**src/rtl/fiber_link_pkg.sv**
```systemverilog
// Shared definitions for the crate fiber hit link (framer and mapping receivers).
// Provides word layout constants, link geometry, the framer state type and a
// helper that packs a stored {x-1, y-1} entry into a lane word.
package fiber_link_pkg;

    localparam logic [15:0] HDR_WORD = 16'hAAAA;

    localparam int unsigned NLANES  = 16;
    localparam int unsigned NSLOTS  = 16;
    localparam int unsigned WORD_W  = 16;
    localparam int unsigned TAG_W   = 10;
    localparam int unsigned COORD_W = 6;
    localparam int unsigned ENTRY_W = 2 * COORD_W;
    localparam int unsigned SLOT_W  = 4;
    localparam int unsigned COUNT_W = 9;

    localparam int unsigned C_BIT = 12;
    localparam int unsigned X_MSB = 11;
    localparam int unsigned X_LSB = 6;
    localparam int unsigned Y_MSB = 5;
    localparam int unsigned Y_LSB = 0;

    typedef enum logic [2:0] {
        ST_IDLE,
        ST_HDR,
        ST_PAY,
        ST_TRL,
        ST_GAP
    } frame_state_t;

    // Entry is {x-1, y-1}; lane word carries the valid bit and zeros in [15:13].
    function automatic logic [WORD_W-1:0] lane_word(input logic [ENTRY_W-1:0] entry);
        logic [WORD_W-1:0] w;
        w              = '0;
        w[C_BIT]       = 1'b1;
        w[X_MSB:X_LSB] = entry[ENTRY_W-1:COORD_W];
        w[Y_MSB:Y_LSB] = entry[COORD_W-1:0];
        return w;
    endfunction

endpackage

```
**src/rtl/lane_slot_buf.sv**
```systemverilog
// Per-lane hit store: NSLOTS entries of {x-1, y-1}, written by slot index while
// hits are collected and read combinationally by slot index while framing.
// Ports: clk; we/waddr/wdata write port; raddr/rdata asynchronous read port.
module lane_slot_buf
    import fiber_link_pkg::*;
(
    input  logic               clk,
    input  logic               we,
    input  logic [SLOT_W-1:0]  waddr,
    input  logic [ENTRY_W-1:0] wdata,
    input  logic [SLOT_W-1:0]  raddr,
    output logic [ENTRY_W-1:0] rdata
);

    logic [ENTRY_W-1:0] mem [NSLOTS];

    // No reset: entries are only ever read when qualified by the hit count.
    always_ff @(posedge clk) begin
        if (we) begin
            mem[waddr] <= wdata;
        end
    end

    assign rdata = mem[raddr];

endmodule

```
**src/rtl/fiber_hit_framer.sv**
```systemverilog
// Transmit-side framer for the crate fiber hit link. Buffers up to 256 legal
// (x,y) hits, then on trig sends header, 16 payload cycles and a tagged trailer.
// Ports: clk, rst (sync, active-high); hit_valid/hit_ready/hit_x/hit_y hit input;
// trig/trig_tag frame start; busy, hit_count, err_coord, err_trig status;
// fiber framing word and fxch00..fxch15 lane words (all registered).
// The output registers follow the state register by one cycle, so the last
// GAP output cycle overlaps the first IDLE state cycle.
module fiber_hit_framer
    import fiber_link_pkg::*;
#(
    parameter int unsigned MAX_COORD  = 37,
    parameter int unsigned GAP_CYCLES = 1
) (
    input  logic                clk,
    input  logic                rst,
    input  logic                hit_valid,
    output logic                hit_ready,
    input  logic [COORD_W-1:0]  hit_x,
    input  logic [COORD_W-1:0]  hit_y,
    input  logic                trig,
    input  logic [TAG_W-1:0]    trig_tag,
    output logic                busy,
    output logic [COUNT_W-1:0]  hit_count,
    output logic                err_coord,
    output logic                err_trig,
    output logic [WORD_W-1:0]   fiber,
    output logic [WORD_W-1:0]   fxch00,
    output logic [WORD_W-1:0]   fxch01,
    output logic [WORD_W-1:0]   fxch02,
    output logic [WORD_W-1:0]   fxch03,
    output logic [WORD_W-1:0]   fxch04,
    output logic [WORD_W-1:0]   fxch05,
    output logic [WORD_W-1:0]   fxch06,
    output logic [WORD_W-1:0]   fxch07,
    output logic [WORD_W-1:0]   fxch08,
    output logic [WORD_W-1:0]   fxch09,
    output logic [WORD_W-1:0]   fxch10,
    output logic [WORD_W-1:0]   fxch11,
    output logic [WORD_W-1:0]   fxch12,
    output logic [WORD_W-1:0]   fxch13,
    output logic [WORD_W-1:0]   fxch14,
    output logic [WORD_W-1:0]   fxch15
);

    frame_state_t       state;
    logic [SLOT_W-1:0]  slot;
    logic [7:0]         gap_cnt;
    logic [TAG_W-1:0]   tag_q;
    logic [WORD_W-1:0]  lane_q  [NLANES];
    logic [ENTRY_W-1:0] rd_data [NLANES];

    logic               hit_fire;
    logic               hit_legal;
    logic               hit_store;
    logic [ENTRY_W-1:0] hit_entry;

    // Count of 256 (bit 8 set) means the buffer is full.
    assign hit_ready = !rst && (state == ST_IDLE) && !hit_count[COUNT_W-1];
    assign busy      = (state != ST_IDLE);

    assign hit_fire  = hit_valid && hit_ready;
    assign hit_legal = (hit_x != '0) && (hit_x <= COORD_W'(MAX_COORD)) &&
                       (hit_y != '0) && (hit_y <= COORD_W'(MAX_COORD));
    assign hit_store = hit_fire && hit_legal;
    assign hit_entry = {COORD_W'(hit_x - 6'd1), COORD_W'(hit_y - 6'd1)};

    // One store per lane: lane = count[3:0], slot = count[7:4]; read slot tracks payload cycle.
    for (genvar g = 0; g < NLANES; g++) begin : g_lane
        lane_slot_buf u_buf (
            .clk   (clk),
            .we    (hit_store && (hit_count[SLOT_W-1:0] == SLOT_W'(g))),
            .waddr (hit_count[2*SLOT_W-1:SLOT_W]),
            .wdata (hit_entry),
            .raddr (slot),
            .rdata (rd_data[g])
        );
    end

    // Frame sequencer, hit counter, sticky errors and registered link outputs.
    always_ff @(posedge clk) begin
        if (rst) begin
            state     <= ST_IDLE;
            slot      <= '0;
            gap_cnt   <= '0;
            tag_q     <= '0;
            hit_count <= '0;
            err_coord <= 1'b0;
            err_trig  <= 1'b0;
            fiber     <= '0;
            for (int i = 0; i < NLANES; i++) begin
                lane_q[i] <= '0;
            end
        end else begin
            fiber <= '0;
            for (int i = 0; i < NLANES; i++) begin
                lane_q[i] <= '0;
            end

            if (hit_store) begin
                hit_count <= hit_count + 9'd1;
            end
            if (hit_fire && !hit_legal) begin
                err_coord <= 1'b1;
            end
            if (trig && (state != ST_IDLE)) begin
                err_trig <= 1'b1;
            end

            case (state)
                ST_IDLE: begin
                    if (trig) begin
                        tag_q <= trig_tag;
                        state <= ST_HDR;
                    end
                end
                ST_HDR: begin
                    fiber <= HDR_WORD;
                    slot  <= '0;
                    state <= ST_PAY;
                end
                ST_PAY: begin
                    // Buffer index of lane i in this cycle is {slot, i}.
                    for (int i = 0; i < NLANES; i++) begin
                        if (COUNT_W'({slot, SLOT_W'(i)}) < hit_count) begin
                            lane_q[i] <= lane_word(rd_data[i]);
                        end
                    end
                    slot <= slot + 4'd1;
                    if (slot == SLOT_W'(NSLOTS - 1)) begin
                        hit_count <= '0;
                        state     <= ST_TRL;
                    end
                end
                ST_TRL: begin
                    fiber <= WORD_W'(tag_q);
                    if (GAP_CYCLES > 1) begin
                        gap_cnt <= '0;
                        state   <= ST_GAP;
                    end else begin
                        state <= ST_IDLE;
                    end
                end
                ST_GAP: begin
                    if (gap_cnt == 8'(GAP_CYCLES - 2)) begin
                        state <= ST_IDLE;
                    end else begin
                        gap_cnt <= gap_cnt + 8'd1;
                    end
                end
                default: begin
                    state <= ST_IDLE;
                end
            endcase
        end
    end

    assign fxch00 = lane_q[0];
    assign fxch01 = lane_q[1];
    assign fxch02 = lane_q[2];
    assign fxch03 = lane_q[3];
    assign fxch04 = lane_q[4];
    assign fxch05 = lane_q[5];
    assign fxch06 = lane_q[6];
    assign fxch07 = lane_q[7];
    assign fxch08 = lane_q[8];
    assign fxch09 = lane_q[9];
    assign fxch10 = lane_q[10];
    assign fxch11 = lane_q[11];
    assign fxch12 = lane_q[12];
    assign fxch13 = lane_q[13];
    assign fxch14 = lane_q[14];
    assign fxch15 = lane_q[15];

endmodule

```
**config.mk**
```make
export PLATFORM = sky130hd
export DESIGN_NAME = fiber_hit_framer
export DESIGN_NICKNAME = d
export VERILOG_FILES = /design/src/rtl/fiber_link_pkg.sv /design/src/rtl/lane_slot_buf.sv /design/src/rtl/fiber_hit_framer.sv
export SDC_FILE = /design/constraint.sdc
export NUM_CORES = 2
export LEC_CHECK = 0
export CAP_MARGIN = 20
export CORE_MARGIN = 2
export CORE_UTILIZATION = 56
export CTS_CLUSTER_SIZE = 25
export DETAILED_ROUTE_END_ITERATION = 10
export PLACE_DENSITY = 0.73
export SKIP_LAST_GASP = 1
export SYNTH_ARGS = -nofsm -noshare
export SYNTH_HDL_FRONTEND = slang
export SYNTH_HIERARCHICAL = 1
export SYNTH_SLANG_ARGS = --single-unit
```
**constraint.sdc**
```tcl
create_clock -name clk -period 19.5 [get_ports clk]
set_input_delay 3.9 -clock clk [delete_from_list [all_inputs] [get_ports clk]]
set_output_delay 3.9 -clock clk [all_outputs]
set_load 0.01 [all_outputs]
```
==> run metrics <==
fmax 108 MHz; period utilization 0.475; share of the synthesized area in the top cell type 0.761; Remaining Overflow, GRT 0; Final Max Slew Viols 0; Startpoint Class primary input; largest net degree at the start of global routing 193; dpl hpwl 160,000 um; clock tree buffer depth 4; Yosys cell types 59; DRT iter0 DRCs 8,690; critical path class primary input to output pin; CTS clk-pin slew, worst paths 0.06 ns; H-tree level count 5; cts bufs inserted 337; DR WL/cell 29.1 um; minimum hold slack 0.459 ns; area leader, netlist edfxtp_1; CTS tree yes; max_cap viols 0; Pint 11.9 mW; row count 175; Arrival @ worst endpoint 5.37 ns; post-route non-filler standard cell count 9,921; routed vias 62,300; Clk Latency, worst-skew pair 0.95 ns; EDFF count, synth 3,241; post-synthesis sequential area ratio 0.773; Die X 482 um; # setup viols final 0; core outline area 227,000 um^2; DIE HEIGHT 482 um; initial antenna violation count 22; fin area 146,000 um^2; clock sink total 3,318; final hold vios 0; Most Frequent Cell on Critical Path clkdlybuf4s50_1; PwrDens 103 nW/um^2; Seq pwr share 0.529; global-route wire length before repair 416,000 um; Multi-input gate area 27,700 um^2; VDD IR max 71.2 uV; filler instances 14,500; DR pass1 iterations 6; starting density of the core 0.563; share of layout cells above drive strength 1 0.188; crit end category output pin; setup tns final 0 ns; Slew HR 0.223; Worst Path Required 15.60 ns; fin nets 6,698; PortBufs 259; Max FO, Critical Path 29; post-cts sizing count 0; mapped cell area 128,000 um^2; synthesized flop and latch total 3,318; vias in the first global route 61,700; Worst path max stage delay 0.57 ns; Hold Crit Class register to register; LEAKAGE 46.2 nW; number of cells produced by synthesis 5,904; net switching power 3.14 mW; Synth Flop Type edfxtp_1; drt via density 6.28; clock root buffer clkbuf_16; Slowest-stage cell, CP clkdlybuf4s50_1; Clock Power Share 0.408; DRT antenna net count 0; Synth Warn # 6; Mean Syn Cell Area 21.7 um^2; Ports 311; top post-synthesis cells by area edfxtp_1 (76%), mux4_2 (9.3%), mux4_1 (4.9%); cts hold-fix bufs 0; outcome complete, no violations; Reg area 98,900 um^2; die area 232,000 um^2; post-route minimum period 9.27 ns; DR DRC count 0; RSZ-0062 raised after global routing false; switching share of total power 0.209; Clock Skew 0.0462 ns; combinational power share 0.064; routability cong. 0.822; Cell Area, Placed 134,000 um^2; gr usage total 0.246; Setup WS pre-CTS 10.24 ns; worst-path cell chain clkdlybuf4s50_1 > buf_4 > nor3_1 > clkdlybuf4s50_1; DRT Wirelength 288,000 um; Setup WS post-layout 10.23 ns; ys async rst share 0; Setup Buffers After CTS 0; post-placement cell count 9,184; Layout area overhead 14.1%; worst slew pin tran 1.17 ns
sequential cells by signal (all words and copies together), names as in the netlist:
signal,flops
lane_q,208
tag_q,10
hit_count,9
err_coord,1
state,2
slot,4
fiber,11
err_trig,1
g_lane.u_buf/mem,3072
power groups by stage:
stage,sequential [mW],combinational [mW],clock [mW]
finish,7.93,0.955,6.12
global route,7.93,1.01,6.51
CTS,7.93,0.960,6.22
detailed placement,8.08,0.956,0
global placement,8.08,0.938,0
floorplan,8.14,0.684,0
kinds of logic after synthesis:
logic type	share of synthesized area
AOI/OAI and AO/OA	0.0261
xor gates and xnor gates	0.000479
adders and majority gates	0.00176
buffers and inverters	0.0190
DFF	0.773
muxes	0.143
other	0.0000587
and+or+nand+nor	0.0367
metrics by stage:
| step | power [mW] | utilization |
|---|---|---|
| 5_1_grt | 15.5 | 0.642 |
| 3_5_place_dp | 9.04 | 0.590 |
| 2_1_floorplan | 8.83 | - |
| 6_report | 15.0 | 0.642 |
| 3_3_place_gp | 9.02 | 0.590 |
| 4_1_cts | 15.1 | 0.636 |
critical path: cells and delay by family:
kind,cells,cell delay (ns)
buffers and inverters,3,1.23
AND/OR/NAND/NOR,1,0.24
cells in the mapped netlist (4+ instances only):
master       n
a21oi_1     30
a22oi_1    385
and2_1     133
and3_1      27
and4_1       8
and4b_1      5
and4bb_1     4
buf_12      32
buf_2       99
buf_4       53
buf_6       17
clkbuf_1   115
dfxtp_1     77
edfxtp_1  3241
ha_1        18
inv_1       71
mux2i_1      9
mux4_1     240
mux4_2     528
nand2_1    250
nand2b_1    36
nand3_1     26
nand3b_1    32
nor2_1     271
nor2b_1     34
nor3_1      69
nor3b_1     14
nor4_1       4
o21ai_0      7
o221a_2      7
o221ai_1     4
or3b_1      18
xor2_1       5
cell type report:
type	instances	share of cell area
Multi-Input combinational cell	2414	0.190
Clock buffer	416	0.0615
Tap cell	3009	0.0258
Timing Repair Buffer	510	0.0329
Inverter	73	0.00208
Antenna cell	13	0.000223
Sequential cell	3318	0.678
Clock inverter	168	0.00980
placed cells by master (no fill, tap or decap), types with 27 or more instances in the layout:
cell type        instances
a21oi_1                 29
clkbuf_16              347
conb_1                 220
nand2_1                249
nor2b_1                 34
clkinv_2                49
mux4_2                 528
nor2_1                 270
and3_1                  27
nand2b_1                36
buf_6                   46
nor3_2                  28
mux4_1                 240
nor3_1                  41
edfxtp_1              3241
nand3b_1                32
dfxtp_1                 69
clkbuf_1                65
buf_4                  190
clkdlybuf4s50_1        259
inv_1                   67
a22oi_1                385
clkinv_1                75
and2_1                 133
routing by layer:
metal / track usage / part of all wire / up-vias
li1: - / - / 26000
met1: 0.345 / 0.38 / 32100
met2: 0.398 / 0.49 / 3591
met3: 0.0465 / 0.096 / 603
met4: 0.0754 / 0.033 / 12
met5: 0 / 0.00026 / -
worst paths after layout:
path / slack [ns] / end / startpoint / cells after the start
hold reg to reg: 0.46 / tag_q[6] / tag_q[6] / 2
setup reg to reg: 14.25 / lane_q[0][6] / slot[0] / 7
setup / recovery: 10.23 / hit_ready / rst / 4
hold / removal: 0.46 / tag_q[6] / tag_q[6] / 2
(Power assumes the default switching activity.)
